===== config.mk =====
export PLATFORM = sky130hd
export DESIGN_NAME = xosera_bus_sync
export DESIGN_NICKNAME = d
export VERILOG_FILES = /design/src/rtl/xosera_bus_sync_pkg.sv /design/src/rtl/xosera_bus_sync_ff.sv /design/src/rtl/xosera_bus_sync.sv
export SDC_FILE = /design/constraint.sdc
export NUM_CORES = 1
export LEC_CHECK = 0
export ABC_CLOCK_PERIOD_IN_PS = 3700
export CAP_MARGIN = 30
export CORE_MARGIN = 4
export CORE_UTILIZATION = 51
export DETAILED_ROUTE_END_ITERATION = 16
export PLACE_DENSITY = 0.82
export SETUP_SLACK_MARGIN = 0.1
export SYNTH_ARGS = -nofsm -noshare
export SYNTH_HDL_FRONTEND = slang
export SYNTH_SLANG_ARGS = --single-unit
export TNS_END_PERCENT = 100

===== constraint.sdc =====
create_clock -name clk -period 3.7 [get_ports clk]
set_input_delay 0.555 -clock clk [delete_from_list [all_inputs] [get_ports clk]]
set_output_delay 0.555 -clock clk [all_outputs]
set_load 0.02 [all_outputs]

===== src/rtl/xosera_bus_sync_pkg.sv =====
// xv: shared bus-interface constants and types for the Xosera bus front end.
// Holds the pin polarity constants, the access FSM state type and the
// default sizing used by xosera_bus_sync and its synchronizer.
package xv;

    // Chip select is active low on the 68k-style bus.
    localparam logic CS_ENABLED = 1'b0;
    // rd_nwr = 1 means the host is reading a register.
    localparam logic RnW_READ   = 1'b1;

    // Default synchronizer depth and CS settle time (synchronized clocks).
    localparam int BUS_SYNC_STAGES_DEF = 2;
    localparam int BUS_SETTLE_DEF      = 1;

    // Settle counter width; SETTLE_CYCLES tops out at 7, so it loads at most 6.
    localparam int BUS_SETTLE_CNT_W    = 3;

    // Bus access FSM states.
    typedef enum logic [1:0] {
        IDLE         = 2'd0,
        SETTLE       = 2'd1,
        COMMIT       = 2'd2,
        WAIT_RELEASE = 2'd3
    } bus_state_t;

    // Value loaded into the settle counter on entry to SETTLE.
    function automatic logic [BUS_SETTLE_CNT_W-1:0] settle_load(input int cycles);
        return BUS_SETTLE_CNT_W'(cycles - 1);
    endfunction

endpackage


===== src/rtl/xosera_bus_sync_ff.sv =====
// xosera_sync_ff: N-stage single-bit synchronizer with a configurable reset
// value, used to bring the asynchronous bus control pins into pclk.
module xosera_sync_ff #(
    parameter int   N       = 2,
    parameter logic RST_VAL = 1'b1
) (
    input  logic clk,
    input  logic rst,
    input  logic d,
    output logic q
);

    logic [N-1:0] chain;

    // Shift the asynchronous input through N flops; the oldest stage is the output.
    always_ff @(posedge clk or posedge rst) begin
        if (rst) begin
            chain <= {N{RST_VAL}};
        end else begin
            chain <= {chain[N-2:0], d};
        end
    end

    assign q = chain[N-1];

endmodule


===== src/rtl/xosera_bus_sync.sv =====
// xosera_bus_sync: moves the asynchronous 68k-style bus pins into the pclk
// domain and turns each chip-select assertion into exactly one single-cycle
// read or write strobe, with register number, byte select and data latched
// alongside it.
//
// Optional build macro BUS_RELEASE_FILTER_EN: when defined, the FSM needs two
// consecutive deasserted CS samples to leave WAIT_RELEASE, so a one-sample
// deassert glitch during a held access cannot start a second access.
module xosera_bus_sync
    import xv::*;
#(
    parameter int SYNC_STAGES   = BUS_SYNC_STAGES_DEF,
    parameter int SETTLE_CYCLES = BUS_SETTLE_DEF
) (
    input  logic       clk,
    input  logic       reset_i,
    input  logic       bus_cs_n_i,
    input  logic       bus_rd_nwr_i,
    input  logic       bus_bytesel_i,
    input  logic [3:0] bus_reg_num_i,
    input  logic [7:0] bus_data_i,
    output logic       write_strobe_o,
    output logic       read_strobe_o,
    output logic [3:0] reg_num_o,
    output logic       bytesel_o,
    output logic [7:0] data_o,
    output logic       cs_active_o
);

    // Synchronized control pins.
    logic cs_n_sync;
    logic rd_sync;
    logic cs_on;

    // Single-flop sample of the address/data pins; only read at COMMIT,
    // when the host is guaranteed to be holding them stable.
    logic [3:0] sample_reg_num;
    logic       sample_bytesel;
    logic [7:0] sample_data;

    bus_state_t                  state;
    logic [BUS_SETTLE_CNT_W-1:0] settle_cnt;

`ifdef BUS_RELEASE_FILTER_EN
    // Set after the first deasserted CS sample seen in WAIT_RELEASE.
    logic release_seen;
`endif

    xosera_sync_ff #(
        .N       (SYNC_STAGES),
        .RST_VAL (1'b1)
    ) u_cs_sync (
        .clk (clk),
        .rst (reset_i),
        .d   (bus_cs_n_i),
        .q   (cs_n_sync)
    );

    xosera_sync_ff #(
        .N       (SYNC_STAGES),
        .RST_VAL (1'b1)
    ) u_rd_sync (
        .clk (clk),
        .rst (reset_i),
        .d   (bus_rd_nwr_i),
        .q   (rd_sync)
    );

    assign cs_on = (cs_n_sync == CS_ENABLED);

    // Sample the address/data pins every clock.
    // NOTE: this register is rewritten every clock, but it is still reset so
    // the first COMMIT after reset can never latch an unknown value.
    always_ff @(posedge clk or posedge reset_i) begin
        if (reset_i) begin
            sample_reg_num <= 4'h0;
            sample_bytesel <= 1'b0;
            sample_data    <= 8'h00;
        end else begin
            sample_reg_num <= bus_reg_num_i;
            sample_bytesel <= bus_bytesel_i;
            sample_data    <= bus_data_i;
        end
    end

    // Access FSM: qualify CS, commit once, then wait for CS to be released.
    // NOTE: every state and output here is written with <= so all of them
    // update together on the edge and none sees another's new value early.
    always_ff @(posedge clk or posedge reset_i) begin
        if (reset_i) begin
            state          <= IDLE;
            settle_cnt     <= '0;
            write_strobe_o <= 1'b0;
            read_strobe_o  <= 1'b0;
            reg_num_o      <= 4'h0;
            bytesel_o      <= 1'b0;
            data_o         <= 8'h00;
            cs_active_o    <= 1'b0;
`ifdef BUS_RELEASE_FILTER_EN
            release_seen   <= 1'b0;
`endif
        end else begin
            // Strobes default low so each one lasts exactly one clock.
            write_strobe_o <= 1'b0;
            read_strobe_o  <= 1'b0;

            case (state)
                IDLE: begin
                    if (cs_on) begin
                        state       <= SETTLE;
                        settle_cnt  <= settle_load(SETTLE_CYCLES);
                        cs_active_o <= 1'b1;
                    end
                end

                SETTLE: begin
                    if (!cs_on) begin
                        // CS dropped before it settled: treat as a glitch.
                        state       <= IDLE;
                        cs_active_o <= 1'b0;
                    end else if (settle_cnt == '0) begin
                        state <= COMMIT;
                    end else begin
                        settle_cnt <= settle_cnt - 1'b1;
                    end
                end

                COMMIT: begin
                    reg_num_o <= sample_reg_num;
                    bytesel_o <= sample_bytesel;
                    data_o    <= sample_data;
                    if (rd_sync == RnW_READ) begin
                        read_strobe_o <= 1'b1;
                    end else begin
                        write_strobe_o <= 1'b1;
                    end
                    state <= WAIT_RELEASE;
`ifdef BUS_RELEASE_FILTER_EN
                    release_seen <= 1'b0;
`endif
                end

                WAIT_RELEASE: begin
`ifdef BUS_RELEASE_FILTER_EN
                    if (!cs_on) begin
                        if (release_seen) begin
                            state        <= IDLE;
                            cs_active_o  <= 1'b0;
                            release_seen <= 1'b0;
                        end else begin
                            release_seen <= 1'b1;
                        end
                    end else begin
                        release_seen <= 1'b0;
                    end
`else
                    if (!cs_on) begin
                        state       <= IDLE;
                        cs_active_o <= 1'b0;
                    end
`endif
                end

                default: begin
                    state       <= IDLE;
                    cs_active_o <= 1'b0;
                end
            endcase
        end
    end

endmodule


==> results.json <==
{
  "ys_ff_latch": 38,
  "syn2layout_area_growth_pct": 30.49,
  "cp_slowest_stage_delay_ns": 0.61,
  "coreArea_mm2": 0.002477,
  "slew_headroom": 0.6948,
  "drtPass1Iterations": 3,
  "ctsLongestPathBuffers": 2,
  "vias": 724,
  "grt_setup_unrepaired": "false",
  "detail-route-antenna-nets": 0,
  "worst_pin_slew_ns": 0.4578,
  "overflow": 0,
  "final_core_util": 0.6960,
  "top_level_ports": 33,
  "path_clk_slew_ns": 0.11,
  "grt_max_degree": 39,
  "crit_family": "buffers and inverters",
  "p_per_area_mw_per_mm2": 757.6,
  "n_antenna_cell": 0,
  "drt-vias-per-instance": 4.827,
  "dieHeight_um": 58.90,
  "n_fill_cell": 175,
  "final.setup.tns_ns": 0,
  "fin_crit_ns": 1.875,
  "finalSetupViolCount": 0,
  "path_cells": "clkdlybuf4s50_1",
  "critPathArrivalTime_ns": 1.32,
  "nets": 138,
  "fmax_mhz": 533.3,
  "clock-skew-final_ns": 0.006189,
  "min_period_over_period": 0.5068,
  "hold_viol": 0,
  "crit_fanout": 2,
  "io_buffer_count": 32,
  "critPathCaptureType": "output port",
  "die_w_um": 58.90,
  "synth.distinct_cells": 22,
  "synth.avg_cell_area_um2": 16.31,
  "antenna_found_initial": 0,
  "root_buffer": "clkbuf_4",
  "cts_inserted_buffers": 5,
  "totalWireLength_um": 2164,
  "cts_setup_buffers": 0,
  "synth_cells": 81,
  "drv_slew": 0,
  "drive_above_1_share": 0.2833,
  "start_util": 0.5333,
  "cp_num_buf_inv": 1,
  "wl_per_cell_um": 14.43,
  "gp_congestion": 0.7902,
  "hold_slack_ns": 0.3611,
  "cts_hold_buf": 0,
  "final_common_cell": "dfrtp_1",
  "grt_use_total": 0.1535,
  "syn_nets": 100,
  "vdd_drop_max_mv": 0.5219,
  "status": "completed",
  "cp-start-kind": "flop",
  "grt_pass1_vias": 795,
  "cp_data_required_time_ns": 3.14,
  "path_class": "reg2out",
  "ys_seq_area_frac": 0.7235,
  "layout_common_cells": "dfrtp_1, clkdlybuf4s50_1, mux2_2",
  "maxCapViolations": 0,
  "hpwl_um": 1532,
  "netlist_area_mm2": 0.001321,
  "cts.sinks": 38,
  "critical-path-slowest-cell": "clkdlybuf4s50_1",
  "drt_iter0_markers": 18,
  "grt_pass1_wl_um": 3622,
  "row_count": 18,
  "h-tree-depth": 2,
  "die_area_mm2": 0.003469,
  "tritoncts": "done",
  "total_leakage_power_nw": 0.7703,
  "ys_warn_count": 0,
  "insertion_delay_ns": 0.34,
  "hp-class": "reg2reg",
  "ctsResizeCount": 0,
  "drcViolationCount": 0
}
kinds of logic (layout without fill, tap and decap cells):
logic type,Yosys count,count (layout),synth area share
buffers and inverters,10,49,0.03977
AOI/OAI and AO/OA,12,12,0.07387
and+or+nand+nor,6,6,0.03314
adders and majority gates,2,2,0.01894
DFF,38,38,0.7235
muxes,13,13,0.1108
worst reg2reg max path: cells and delay by family (launching register included):
family	cells	cell delay, ns
compound gates	2	0.28
flops	1	0.44
buf+inv	1	0.07
fa+ha+maj	2	0.45
simple gates	1	0.38
registers in the layout, summed over array words and instances (netlist names), named ones only:
| signal | count |
|---|---|
| data_o | 8 |
| sample_data | 8 |
| reg_num_o | 4 |
| sample_reg_num | 4 |
| settle_cnt | 3 |
| u_cs_sync.chain | 2 |
| u_rd_sync.chain | 2 |
| bytesel_o | 1 |
| cs_active_o | 1 |
| read_strobe_o | 1 |
| sample_bytesel | 1 |
| state | 1 |
| write_strobe_o | 1 |
worst paths after layout:
path | start | slack (ns) | depth (start not counted) | to
hold reg to reg | u_cs_sync.chain[0]$_DFF_PP1_ | 0.36 | 0 | u_cs_sync.chain[1]$_DFF_PP1_
max in group asynchronous | reset_i | 2.74 | 3 | u_cs_sync.chain[1]$_DFF_PP1_
setup / recovery | data_o[7]$_DFFE_PP0N_ | 1.82 | 1 | data_o[7]
hold / removal | u_cs_sync.chain[0]$_DFF_PP1_ | 0.36 | 0 | u_cs_sync.chain[1]$_DFF_PP1_
min in group asynchronous | reset_i | 0.61 | 3 | sample_data[4]$_DFF_PP0_
setup reg to reg | settle_cnt[0]$_DFFE_PP0P_ | 2.03 | 6 | settle_cnt[0]$_DFFE_PP0P_
metal layers:
metal | up-vias | global-route usage | part of all wire | wire length [um]
li1 | 348 | - | - | -
met1 | 343 | 0.1642 | 0.41 | 889
met2 | 26 | 0.2397 | 0.48 | 1032
met3 | 7 | 0.08114 | 0.083 | 180
met4 | 0 | 0.09061 | 0.028 | 61
met5 | - | 0 | 0 | 0
cells in the mapped netlist (all sizes together):
master,n,area share
a21oi,4,0.015
inv,8,0.023
o32ai,1,0.012
a2bb2oi,1,0.0066
or2,1,0.0047
o21ai,2,0.010
buf,2,0.017
dfrtp,34,0.64
o22ai,1,0.0095
mux2,13,0.11
nor2,1,0.0028
or3,1,0.0085
dfstp,4,0.080
nand2,2,0.011
a21o,1,0.0057
and3,1,0.0057
a22o,2,0.014
ha,2,0.019
final cells by class:
type	count	area [um2]	share of cell area
Sequential cell	38	955.9	0.5544
Multi-Input combinational cell	33	312.8	0.1814
Clock buffer	7	55.05	0.03193
Tap cell	30	37.54	0.02177
Clock inverter	1	5.005	0.002903
Timing Repair Buffer	33	327.8	0.1901
Inverter	8	30.03	0.01742
stage by stage:
stage / worst slack [ns] / instances / power (mW) / area, um2
global placement: 2.198 / 142 / 1.090 / 1664
detailed placement: 2.051 / 142 / 1.108 / 1664
global route: 1.748 / 150 / 1.385 / 1724
CTS: 1.791 / 150 / 1.331 / 1724
finish: 1.825 / 150 / 1.306 / 1724
floorplan: 2.231 / 81 / 0.8975 / 1321
where the power goes:
group,internal (mW),switching [mW]
clock network,0.0921,0.126
logic,0.269,0.226
registers,0.523,0.0688
Note: power is estimated with default switching activity, not from simulation.
